==> config.mk <==
export PLATFORM = sky130hd
export DESIGN_NAME = fp_mul_seq_flat
export DESIGN_NICKNAME = d
export VERILOG_FILES = /design/src/rtl/fp_mul_pkg.sv /design/src/rtl/fp_mul_seq_if.sv /design/src/rtl/fp_mul_round.sv /design/src/rtl/fp_mul_seq.sv /design/src/flat_wrapper.sv
export SDC_FILE = /design/constraint.sdc
export NUM_CORES = 1
export LEC_CHECK = 0
export ABC_CLOCK_PERIOD_IN_PS = 5000
export CAP_MARGIN = 20
export CORE_AREA = 10 10 125 127
export CTS_CLUSTER_DIAMETER = 150
export DETAILED_ROUTE_END_ITERATION = 10
export DIE_AREA = 0 0 135 137
export PLACE_DENSITY_LB_ADDON = 0.25
export SLEW_MARGIN = 20
export SYNTH_ARGS = -nofsm -noshare
export SYNTH_HDL_FRONTEND = slang
export SYNTH_SLANG_ARGS = --single-unit
==> constraint.sdc <==
create_clock -name clk -period 5 [get_ports clk]
set_clock_uncertainty 0.1 [all_clocks]
set_input_delay 0.5 -clock clk [delete_from_list [all_inputs] [get_ports clk]]
set_output_delay 0.5 -clock clk [all_outputs]
set_load 0.005 [all_outputs]
==> src/rtl/fp_mul_pkg.sv <==
// Shared types and constants for the sequential FP multiplier (fp_mul_seq).
// Optional feature macro used by this block: FPMUL_RNE_EN (selected in fp_mul_round).
package fp_mul_pkg;

    typedef enum logic [2:0] {IDLE, MULT, NORM, RND, DONE} fp_state_e;

    typedef enum logic [1:0] {CL_ZERO, CL_NORM, CL_INF, CL_NAN} fp_cls_e;

    // Flag vector layout: {invalid, overflow, underflow, inexact}
    localparam int FLG_W   = 4;
    localparam int FLG_INV = 3;
    localparam int FLG_OVF = 2;
    localparam int FLG_UNF = 1;
    localparam int FLG_INX = 0;

    // Operand fields are sized for the widest supported format; users cast down.
    localparam int OP_EXP_MAXW = 16;
    localparam int OP_SIG_MAXW = 64;

    typedef struct packed {
        logic                   sign;
        logic [OP_EXP_MAXW-1:0] exp;
        logic [OP_SIG_MAXW-1:0] sig;
        fp_cls_e                cls;
    } fp_op_t;

    function automatic int bias_f(input int ew);
        return (1 << (ew - 1)) - 1;
    endfunction

    function automatic int exp_max_f(input int ew);
        return (1 << ew) - 1;
    endfunction

    function automatic logic [63:0] qnan_f(input int ew, input int mw);
        logic [63:0] v;
        v = ((64'd1 << ew) - 64'd1) << mw;
        v = v | (64'd1 << (mw - 1));
        return v;
    endfunction

endpackage

==> src/rtl/fp_mul_seq_if.sv <==
// Operand-issue / result handshake bundle for fp_mul_seq.
// Optional feature macro of this block: FPMUL_RNE_EN (no effect on this interface).
interface fp_mul_seq_if #(
    parameter int EXP_W = 5,
    parameter int MAN_W = 10
);
    localparam int W = 1 + EXP_W + MAN_W;

    logic         in_valid;
    logic         in_ready;
    logic [W-1:0] a;
    logic [W-1:0] b;
    logic         out_valid;
    logic         out_ready;
    logic [W-1:0] result;
    logic [3:0]   flags;

    modport master (
        output in_valid, a, b, out_ready,
        input  in_ready, out_valid, result, flags
    );

    modport slave (
        input  in_valid, a, b, out_ready,
        output in_ready, out_valid, result, flags
    );
endinterface

==> src/rtl/fp_mul_round.sv <==
// Rounding, carry renormalise, overflow/underflow clamp and pack for fp_mul_seq.
// FPMUL_RNE_EN defined: round-to-nearest-even; undefined: truncate, overflow saturates to max finite.
module fp_mul_round
    import fp_mul_pkg::*;
#(
    parameter int EXP_W = 5,
    parameter int MAN_W = 10
) (
    input  logic                      sign_i,
    input  logic signed [EXP_W+1:0]   exp_i,
    input  logic [MAN_W-1:0]          frac_i,
    input  logic                      guard_i,
    input  logic                      sticky_i,
    output logic [EXP_W+MAN_W:0]      result_o,
    output logic                      ovf_o,
    output logic                      unf_o,
    output logic                      inx_o
);
    localparam int EW = EXP_W + 2;
    localparam logic signed [EW-1:0] EMAX = EW'(exp_max_f(EXP_W));
`ifndef FPMUL_RNE_EN
    localparam logic [EXP_W-1:0] EXP_MAXFIN = EXP_W'(exp_max_f(EXP_W) - 1);
`endif

    logic                 inc;
    logic [MAN_W:0]       frac_sum;
    logic signed [EW-1:0] exp_r;
    logic                 ovf;
    logic                 unf;

    always_comb begin
`ifdef FPMUL_RNE_EN
        inc = guard_i & (sticky_i | frac_i[0]);
`else
        inc = 1'b0;
`endif
        // An all-ones fraction that rounds up wraps to zero; the carry bumps the exponent.
        frac_sum = {1'b0, frac_i} + (MAN_W+1)'(inc);
        exp_r    = exp_i + EW'(frac_sum[MAN_W]);
        ovf      = !exp_r[EW-1] && (exp_r >= EMAX);
        unf      = exp_r[EW-1] || (exp_r == '0);

        ovf_o    = 1'b0;
        unf_o    = 1'b0;
        inx_o    = guard_i | sticky_i;
        result_o = {sign_i, exp_r[EXP_W-1:0], frac_sum[MAN_W-1:0]};
        if (ovf) begin
            ovf_o = 1'b1;
            inx_o = 1'b1;
`ifdef FPMUL_RNE_EN
            result_o = {sign_i, {EXP_W{1'b1}}, {MAN_W{1'b0}}};
`else
            result_o = {sign_i, EXP_MAXFIN, {MAN_W{1'b1}}};
`endif
        end else if (unf) begin
            unf_o    = 1'b1;
            inx_o    = 1'b1;
            result_o = {sign_i, {(EXP_W+MAN_W){1'b0}}};
        end
    end

endmodule

==> src/rtl/fp_mul_seq.sv <==
// Sequential shift-add floating-point multiplier with valid/ready on both sides.
// Rounding mode chosen by macro FPMUL_RNE_EN (see fp_mul_round).
module fp_mul_seq
    import fp_mul_pkg::*;
#(
    parameter int EXP_W = 5,
    parameter int MAN_W = 10
) (
    input  logic        clk,
    input  logic        rst,
    fp_mul_seq_if.slave bus
);
    localparam int W  = 1 + EXP_W + MAN_W;
    localparam int M  = MAN_W + 1;
    localparam int EW = EXP_W + 2;
    localparam int CW = $clog2(M + 1);
    localparam logic [EW-1:0] BIAS_E  = EW'(bias_f(EXP_W));
    localparam logic [CW-1:0] LAST_IT = CW'(M - 1);
    localparam logic [63:0]   QNAN64  = qnan_f(EXP_W, MAN_W);

    function automatic fp_op_t unpack(input logic [W-1:0] x);
        fp_op_t           u;
        logic [EXP_W-1:0] e;
        logic [MAN_W-1:0] f;
        e      = x[W-2:MAN_W];
        f      = x[MAN_W-1:0];
        u.sign = x[W-1];
        u.exp  = OP_EXP_MAXW'(e);
        u.sig  = OP_SIG_MAXW'({1'b1, f});
        // Subnormals flush to zero.
        if (e == '0)     u.cls = CL_ZERO;
        else if (&e)     u.cls = (|f) ? CL_NAN : CL_INF;
        else             u.cls = CL_NORM;
        return u;
    endfunction

    fp_state_e            state_q, state_d;
    logic                 sign_q, sign_d;
    logic signed [EW-1:0] exp_q, exp_d;
    logic [M-1:0]         mc_q, mc_d;
    logic [M-1:0]         mp_q, mp_d;
    logic [2*M-1:0]       acc_q, acc_d;
    logic [CW-1:0]        cnt_q, cnt_d;
    logic                 stk_q, stk_d;
    logic [W-1:0]         result_q, result_d;
    logic [FLG_W-1:0]     flags_q, flags_d;

    fp_op_t       op_a, op_b;
    logic         sp_any, sp_nan;
    logic [W-1:0] sp_result;
    logic [M:0]   mac_sum;
    logic [W-1:0] rnd_result;
    logic         rnd_ovf, rnd_unf, rnd_inx;

    always_comb begin
        op_a   = unpack(bus.a);
        op_b   = unpack(bus.b);
        sp_any = (op_a.cls != CL_NORM) || (op_b.cls != CL_NORM);
        sp_nan = (op_a.cls == CL_NAN) || (op_b.cls == CL_NAN) ||
                 (op_a.cls == CL_INF && op_b.cls == CL_ZERO) ||
                 (op_a.cls == CL_ZERO && op_b.cls == CL_INF);
        if (sp_nan)
            sp_result = QNAN64[W-1:0];
        else if (op_a.cls == CL_INF || op_b.cls == CL_INF)
            sp_result = {op_a.sign ^ op_b.sign, {EXP_W{1'b1}}, {MAN_W{1'b0}}};
        else
            sp_result = {op_a.sign ^ op_b.sign, {(W-1){1'b0}}};
    end

    fp_mul_round #(.EXP_W(EXP_W), .MAN_W(MAN_W)) u_round (
        .sign_i   (sign_q),
        .exp_i    (exp_q),
        .frac_i   (acc_q[2*M-3:M-1]),
        .guard_i  (acc_q[M-2]),
        .sticky_i (stk_q | (|acc_q[M-3:0])),
        .result_o (rnd_result),
        .ovf_o    (rnd_ovf),
        .unf_o    (rnd_unf),
        .inx_o    (rnd_inx)
    );

    always_comb begin
        state_d  = state_q;
        sign_d   = sign_q;
        exp_d    = exp_q;
        mc_d     = mc_q;
        mp_d     = mp_q;
        acc_d    = acc_q;
        cnt_d    = cnt_q;
        stk_d    = stk_q;
        result_d = result_q;
        flags_d  = flags_q;
        // Upper half plus multiplicand; the carry becomes the new MSB after the shift.
        mac_sum  = {1'b0, acc_q[2*M-1:M]} + (mp_q[0] ? {1'b0, mc_q} : {(M+1){1'b0}});

        unique case (state_q)
            IDLE: begin
                if (bus.in_valid) begin
                    sign_d  = op_a.sign ^ op_b.sign;
                    flags_d = '0;
                    if (sp_any) begin
                        state_d          = DONE;
                        result_d         = sp_result;
                        flags_d[FLG_INV] = sp_nan;
                    end else begin
                        state_d = MULT;
                        exp_d   = EW'(op_a.exp) + EW'(op_b.exp) - BIAS_E;
                        mc_d    = M'(op_a.sig);
                        mp_d    = M'(op_b.sig);
                        acc_d   = '0;
                        cnt_d   = '0;
                        stk_d   = 1'b0;
                    end
                end
            end
            MULT: begin
                acc_d = {mac_sum, acc_q[M-1:1]};
                mp_d  = mp_q >> 1;
                cnt_d = cnt_q + 1'b1;
                if (cnt_q == LAST_IT) state_d = NORM;
            end
            NORM: begin
                if (acc_q[2*M-1]) begin
                    acc_d = acc_q >> 1;
                    stk_d = acc_q[0];
                    exp_d = exp_q + EW'(1);
                end
                state_d = RND;
            end
            RND: begin
                result_d         = rnd_result;
                flags_d          = '0;
                flags_d[FLG_OVF] = rnd_ovf;
                flags_d[FLG_UNF] = rnd_unf;
                flags_d[FLG_INX] = rnd_inx;
                state_d          = DONE;
            end
            DONE: begin
                if (bus.out_ready) state_d = IDLE;
            end
            default: state_d = IDLE;
        endcase
    end

    always_ff @(posedge clk) begin
        if (rst) begin
            state_q  <= IDLE;
            sign_q   <= 1'b0;
            exp_q    <= '0;
            mc_q     <= '0;
            mp_q     <= '0;
            acc_q    <= '0;
            cnt_q    <= '0;
            stk_q    <= 1'b0;
            result_q <= '0;
            flags_q  <= '0;
        end else begin
            state_q  <= state_d;
            sign_q   <= sign_d;
            exp_q    <= exp_d;
            mc_q     <= mc_d;
            mp_q     <= mp_d;
            acc_q    <= acc_d;
            cnt_q    <= cnt_d;
            stk_q    <= stk_d;
            result_q <= result_d;
            flags_q  <= flags_d;
        end
    end

    assign bus.in_ready  = (state_q == IDLE);
    assign bus.out_valid = (state_q == DONE);
    assign bus.result    = result_q;
    assign bus.flags     = flags_q;

endmodule

==> src/flat_wrapper.sv <==
// flat-port wrapper written by rule: the top's interface ports become plain ports
module fp_mul_seq_flat import fp_mul_pkg::*;
#(
    parameter int EXP_W = 5,
    parameter int MAN_W = 10
)
  (clk, rst, bus_in_valid, bus_a, bus_b, bus_out_ready, bus_in_ready, bus_out_valid, bus_result, bus_flags);
  fp_mul_seq_if #(.EXP_W(EXP_W), .MAN_W(MAN_W)) bus_i ();
  input  logic clk;
  input  logic rst;
  input wire logic [$bits(bus_i.in_valid)-1:0] bus_in_valid;
  input wire logic [$bits(bus_i.a)-1:0] bus_a;
  input wire logic [$bits(bus_i.b)-1:0] bus_b;
  input wire logic [$bits(bus_i.out_ready)-1:0] bus_out_ready;
  output wire logic [$bits(bus_i.in_ready)-1:0] bus_in_ready;
  output wire logic [$bits(bus_i.out_valid)-1:0] bus_out_valid;
  output wire logic [$bits(bus_i.result)-1:0] bus_result;
  output wire logic [$bits(bus_i.flags)-1:0] bus_flags;
  assign bus_i.in_valid = bus_in_valid;
  assign bus_i.a = bus_a;
  assign bus_i.b = bus_b;
  assign bus_i.out_ready = bus_out_ready;
  assign bus_in_ready = bus_i.in_ready;
  assign bus_out_valid = bus_i.out_valid;
  assign bus_result = bus_i.result;
  assign bus_flags = bus_i.flags;
  fp_mul_seq #(.EXP_W(EXP_W), .MAN_W(MAN_W)) u_core (.clk(clk), .rst(rst), .bus(bus_i));
endmodule
-- Word-level counts from Yosys, hierarchy flattened
Cells that the tools add are included.
- flip-flop bits (word level): 80
- latch bits: 0
- memory bits (writable): 0
- bits in read-only memories: 0
- input port bits: 36
- output and inout port bits: 22
- word-level logic and storage cells: 117
- memories: 0
- add/subtract/negate cells: 5
- multipliers: 0
- div/mod/pow operators: 0
- $lt $le $gt $ge: 1
- eq/ne operators: 17
- shift-type cells: 0
- muxes and demuxes: 45
- bitwise gates (word level): 4
- reductions and logical operators: 34
- operators by type and width (cell ; count):
    $pmux 22 s3 ; 1
    $mux 16 ; 3
    $mux 15 ; 3
    $mux 22 ; 2
    $mux 11 ; 3
    $pmux 16 s2 ; 1
    $pmux 11 s2 ; 1
    $mux 21 ; 1
    $mux 7 ; 3
    $reduce_or 10->1 ; 2
    $pmux 4 s2 ; 2
    $pmux 3 s5 ; 1
    $reduce_and 3->1 ; 5
    $pmux 7 s2 ; 1
    $add 11x12->12 ; 1
    $mux 3 ; 4
    $mux 4 ; 3
    $mux 1 ; 11
    $logic_not 5->1 ; 2
    $ne 2x1->1 const B ; 5
    $reduce_and 5->1 ; 2
    $reduce_or 9->1 ; 1
    $eq 2x2->1 const B ; 4
    $mux 2 ; 4
    24 further kinds ; 40

-- Logic depth before layout (Yosys ltp)
- word-level depth: 12
- mapped depth: 10
- mapped depth without buffers: 10

-- Modules after synthesis
From an unflattened synthesis, not the netlist that was laid out.
- cell total of the unflattened synthesis: 571
- area total of the unflattened synthesis: 4672.0 µm²
- by module, submodules not included (module ; times used ; cells each ; area each (µm²) ; seq. area each (µm²)):
    fp_mul_seq ; 1 ; 528 ; 4421.7 ; 1601.5
    fp_mul_round ; 1 ; 43 ; 250.2 ; 0.0

-- Worst setup path after synthesis
Ideal clock, no wire load.
- path type: input-to-reg
- start: input bus_b[10]
- end: register u_core.exp_q[4]
- setup time: 0.122 ns
- arrival time: 2.156 ns
- data required time: 4.778 ns
- setup slack: 2.622 ns
- cell stages on the path: 10
- path buffers: 0
- cell sequence: ha_1 > inv_1 > fa_1 > inv_1 > ha_1 > o211a_1 > o21ai_0 > xnor2_1 > nor4_1 > a311o_1
- word-level cells in the longest chain between the ends: 7
- elaborated cells between the ends (all ways): 13
- classes of those cells: add/sub: 2; eq/ne: 2; mux: 5; reduce/logical: 4
- RTL lines (item ; RTL line ; RTL):
    from (decl) ; flat_wrapper.sv:13 ; input wire logic [$bits(bus_i.b)-1:0] bus_b;
    branches (longest 7 deep; another with $sub 7x4->7) ; -- ;
    to (signal assigned) ; fp_mul_seq.sv:160 ; exp_q <= exp_d;
    to (decl) ; fp_mul_seq.sv:39 ; logic signed [EW-1:0] exp_q, exp_d;
Several ways; the timed one is not identified. The select of a mux whose other input is x is not followed.
A chain may end at the register's enable or synchronous reset.

-- Worst setup path after layout
- start: input bus_a[11]
- end: register u_core.mp_q[1]
- word-level cells in the longest chain between the ends: 7
- elaborated cells between the ends (all ways): 8
- classes of those cells: eq/ne: 2; mux: 2; reduce/logical: 4
- RTL lines (item ; RTL line ; RTL):
    from (decl) ; flat_wrapper.sv:12 ; input wire logic [$bits(bus_i.a)-1:0] bus_a;
    $reduce_and 5->1 ; fp_mul_seq.sv:32 ; else if (&e) u.cls = (|f) ? CL_NAN : CL_INF;
    $mux 2 ; fp_mul_seq.sv:32 ;
    $mux 2 * ; fp_mul_seq.sv:31 ; if (e == '0) u.cls = CL_ZERO;
    $ne 2x1->1 * ; fp_mul_seq.sv:58 ; sp_any = (op_a.cls != CL_NORM) || (op_b.cls != CL_NORM);
    $logic_or 1x1->1 * ; fp_mul_seq.sv:58 ;
    $ne 2x2->1 (no source line) * ; -- ;
    $reduce_and 3->1 (no source line) * ; -- ;
    to (signal assigned) ; fp_mul_seq.sv:162 ; mp_q <= mp_d;
    to (decl) ; fp_mul_seq.sv:41 ; logic [M-1:0] mp_q, mp_d;
Mark *: on every way between the ends. The rest lies on a longest branch, timed or not.

==> results.yml <==
min_path:
  holdPathStages: 2
  hp-class: "reg -> reg"
  min_from: "u_core.mc_q[5]"
placement:
  dp_slack_ns: 1.745
  place.detailed.hpwl_mm: 8.639
  place_congestion: 0.8352
  place_inst: 754
  portBuffers: 57
sta:
  setup_ws_ns: 2.104
  finalCritPeriodShare_pct: 57.91
  slew_headroom_pct: 33.48
  period_minus_slack_ns: 2.896
  drv_slew: 0
  whs_ns: 0.3547
  setup_viol: 0
  rsz0062_at_grt: "false"
  tightest_slew_ns: 0.9978
  setup_tns_ns: 0
  finalHoldViolCount: 0
  fmax_ghz: 0.3454
setup_path:
  worstPathCellList: "clkdlybuf4s50_1 -> clkinv_1 -> nor2_2 -> nor4_4 -> and2_1 -> nand2_1 -> a31oi_1"
  crit_path_start_kind: "input pin"
  arrival_ns: 3.06
  crit_path_end: "u_core.mp_q[1]"
  path_class: "in -> reg"
  required_ns: 5.17
  cpPeakStageDelay_ns: 0.89
  r2r-end: "u_core.mp_q[1]"
  critPathMaxFanout: 24
  rr_worst_depth: 5
  reg2reg_from: "u_core.state_q[0]"
  cp_slowest_cell: "and2_1"
  cp-startpoint: "bus_a[11]"
  reg2reg_slack_ns: 2.37
  cp-end-kind: "register"
clock_network:
  htreeDepth: 3
  cts.repair.resized: 0
  cts_setup_buffers: 0
  cts-root-buf: "clkbuf_16"
  cts_buffers: 9
  clk_latency_ns: 0.34
  clkTransAtPathRegs_ns: 0.06
  cts_hold_buffers: 0
  cts_buffer_depth: 2
  cts_tree: "built"
  clock-sinks: 80
die:
  die_h_um: 137
  ioPinCount: 58
  die-area_mm2: 0.01850
  start_util_pct: 34.21
  coreArea_mm2: 0.01309
  die_w_um: 135
  num_rows: 42
drt:
  top_layer_used: "met4"
  drt-total-wl_mm: 11.81
  route.detailed.wl_per_inst_um: 15.34
  drc_errors: 0
  wl_met3_um: 597
  vias: 4064
  via_per_inst: 5.278
  dr.pass1.iters: 4
  route.met2.wl_mm: 5.511
  antenna_left: 0
  drt_iter0_markers: 242
  wl_met1_mm: 5.613
cells_and_area:
  fin_nets: 648
  drive_above_1_share_pct: 9.428
  antenna_cells: 0
  syn_to_final_growth_pct: 21.07
  fin_util_pct: 41.42
  fill_cells: 1302
  final_cells: 770
  multi_input_area_mm2: 0.002668
  regArea_mm2: 0.001602
pwr:
  peakVddDrop_v: 0.0001833
  leakagePower_nw: 2.025
  power.density_mw_per_mm2: 316.4
logic_synthesis:
  synth_most_common_cell: "dfxtp_1"
  yosysTopAreaCell: "dfxtp_1"
  ys_warn_count: 0
  synth_edf_count: 0
  synthFlopType: "dfxtp_1"
  avgSynthCellArea_um2: 8.140
  synth_area_mm2: 0.004477
  synth_top_area_share_pct: 35.77
  ys_top_cells_by_count: "dfxtp_1 (80), nand2_1 (74), a21oi_1 (55), nor2_1 (52), o21ai_0 (39)"
  ys_seq_elements: 80
  synthDistinctLibCells: 65
  seq_area_frac_synth_pct: 35.77
  synthTopCellsByArea: "dfxtp_1 (36%), nand2_1 (6.2%), a21oi_1 (6.1%)"
  synth_fp_nets: 609
  async_reset_ff_share_pct: 0
  synthCells: 550
run_status:
  status: "finished, final reports clean"
job:
  cap_violations: 0
global_route:
  grt_start_max_net_pins: 59
  grt_pass1_wl_mm: 19.62
  antenna_found_initial: 0
  grtUsageTotal_pct: 12.92
  gr-total-overflow: 0
  grt_pass1_vias: 3929
==> per-stage QoR <==
stage,total power [mW],instance area [um^2]
2_1_floorplan,0.9452,4477
3_3_place_gp,1.030,5101
3_5_place_dp,1.037,5101
4_1_cts,1.730,5418
5_1_grt,1.802,5420
6_report,1.715,5420
==> placed cells by master, fill, tap and decap left out, types with 6 or more instances in the layout <==
master	count
nand2_1	74
a221oi_1	8
nand3_1	23
xor2_1	7
a31oi_1	7
nor3_1	14
clkbuf_16	9
a31oi_2	7
nand2b_1	6
a21o_1	6
nand2_2	8
ha_1	21
dfxtp_1	80
inv_1	7
clkdlybuf4s50_1	56
o21ai_0	39
and2_1	13
nor2_1	51
xnor2_1	9
a21oi_1	55
nor4_1	9
==> cell families (layout without fill, tap and decap cells) <==
family | Yosys count | in the layout | share of synthesized area [%]
buf+inv | 40 | 84 | 4.807
compound gates | 156 | 156 | 23.31
simple gates | 233 | 233 | 25.74
fa+ha+maj | 23 | 23 | 6.764
xor+xnor | 16 | 16 | 3.130
flops | 80 | 80 | 35.77
mux | 2 | 2 | 0.4751
==> report_power, final <==
group	internal [mW]	total [mW]	leakage (nW)	switching, mW
Combinational	0.129	0.304	1.22	0.175
Sequential	0.680	0.720	0.653	0.0400
Clock	0.417	0.691	0.152	0.274
Total	1.23	1.71	2.02	0.489
==> final cells by class <==
cell class              instances  area share [%]
clock buffers                  11           4.663
clock inverters                 5           1.177
inverters                       9          0.6233
multi-input cells             430           49.22
flip-flops and latches         80           29.55
well taps                     176           4.063
repair buffers                 59           10.71
==> sequential cells by signal (all words and copies together), names as in the netlist <==
| register | cells |
|---|---|
| u_core.acc_q | 22 |
| u_core.bus.flags | 4 |
| u_core.bus.result | 16 |
| u_core.cnt_q | 4 |
| u_core.exp_q | 7 |
| u_core.mc_q | 11 |
| u_core.mp_q | 11 |
| u_core.sign_q | 1 |
| u_core.state_q | 3 |
| u_core.stk_q | 1 |
==> worst min-delay path by stage <==
stage | end | slack, ns
after global routing | u_core.mc_q[3] | 0.38
after detailed placement | u_core.mc_q[5] | 0.35
after floorplan | u_core.mc_q[10] | 0.33
final | u_core.mc_q[5] | 0.35
after CTS | u_core.mc_q[5] | 0.36
after global placement | u_core.mp_q[10] | 0.34
==> metal layers <==
layer / global-route usage, % / vias to the layer above
met3: 4.032 / 8
met1: 16.44 / 1918
met4: 3.230 / 0
met2: 20.77 / 85
li1: - / 2053
met5: 0 / -
==> critical path: cells and delay by family <==
kind / cells / cell delay, ns
simple gates: 4 / 1.70
buf+inv: 2 / 0.66
compound gates: 1 / 0.20
Note: power is estimated with default switching activity, not from simulation.
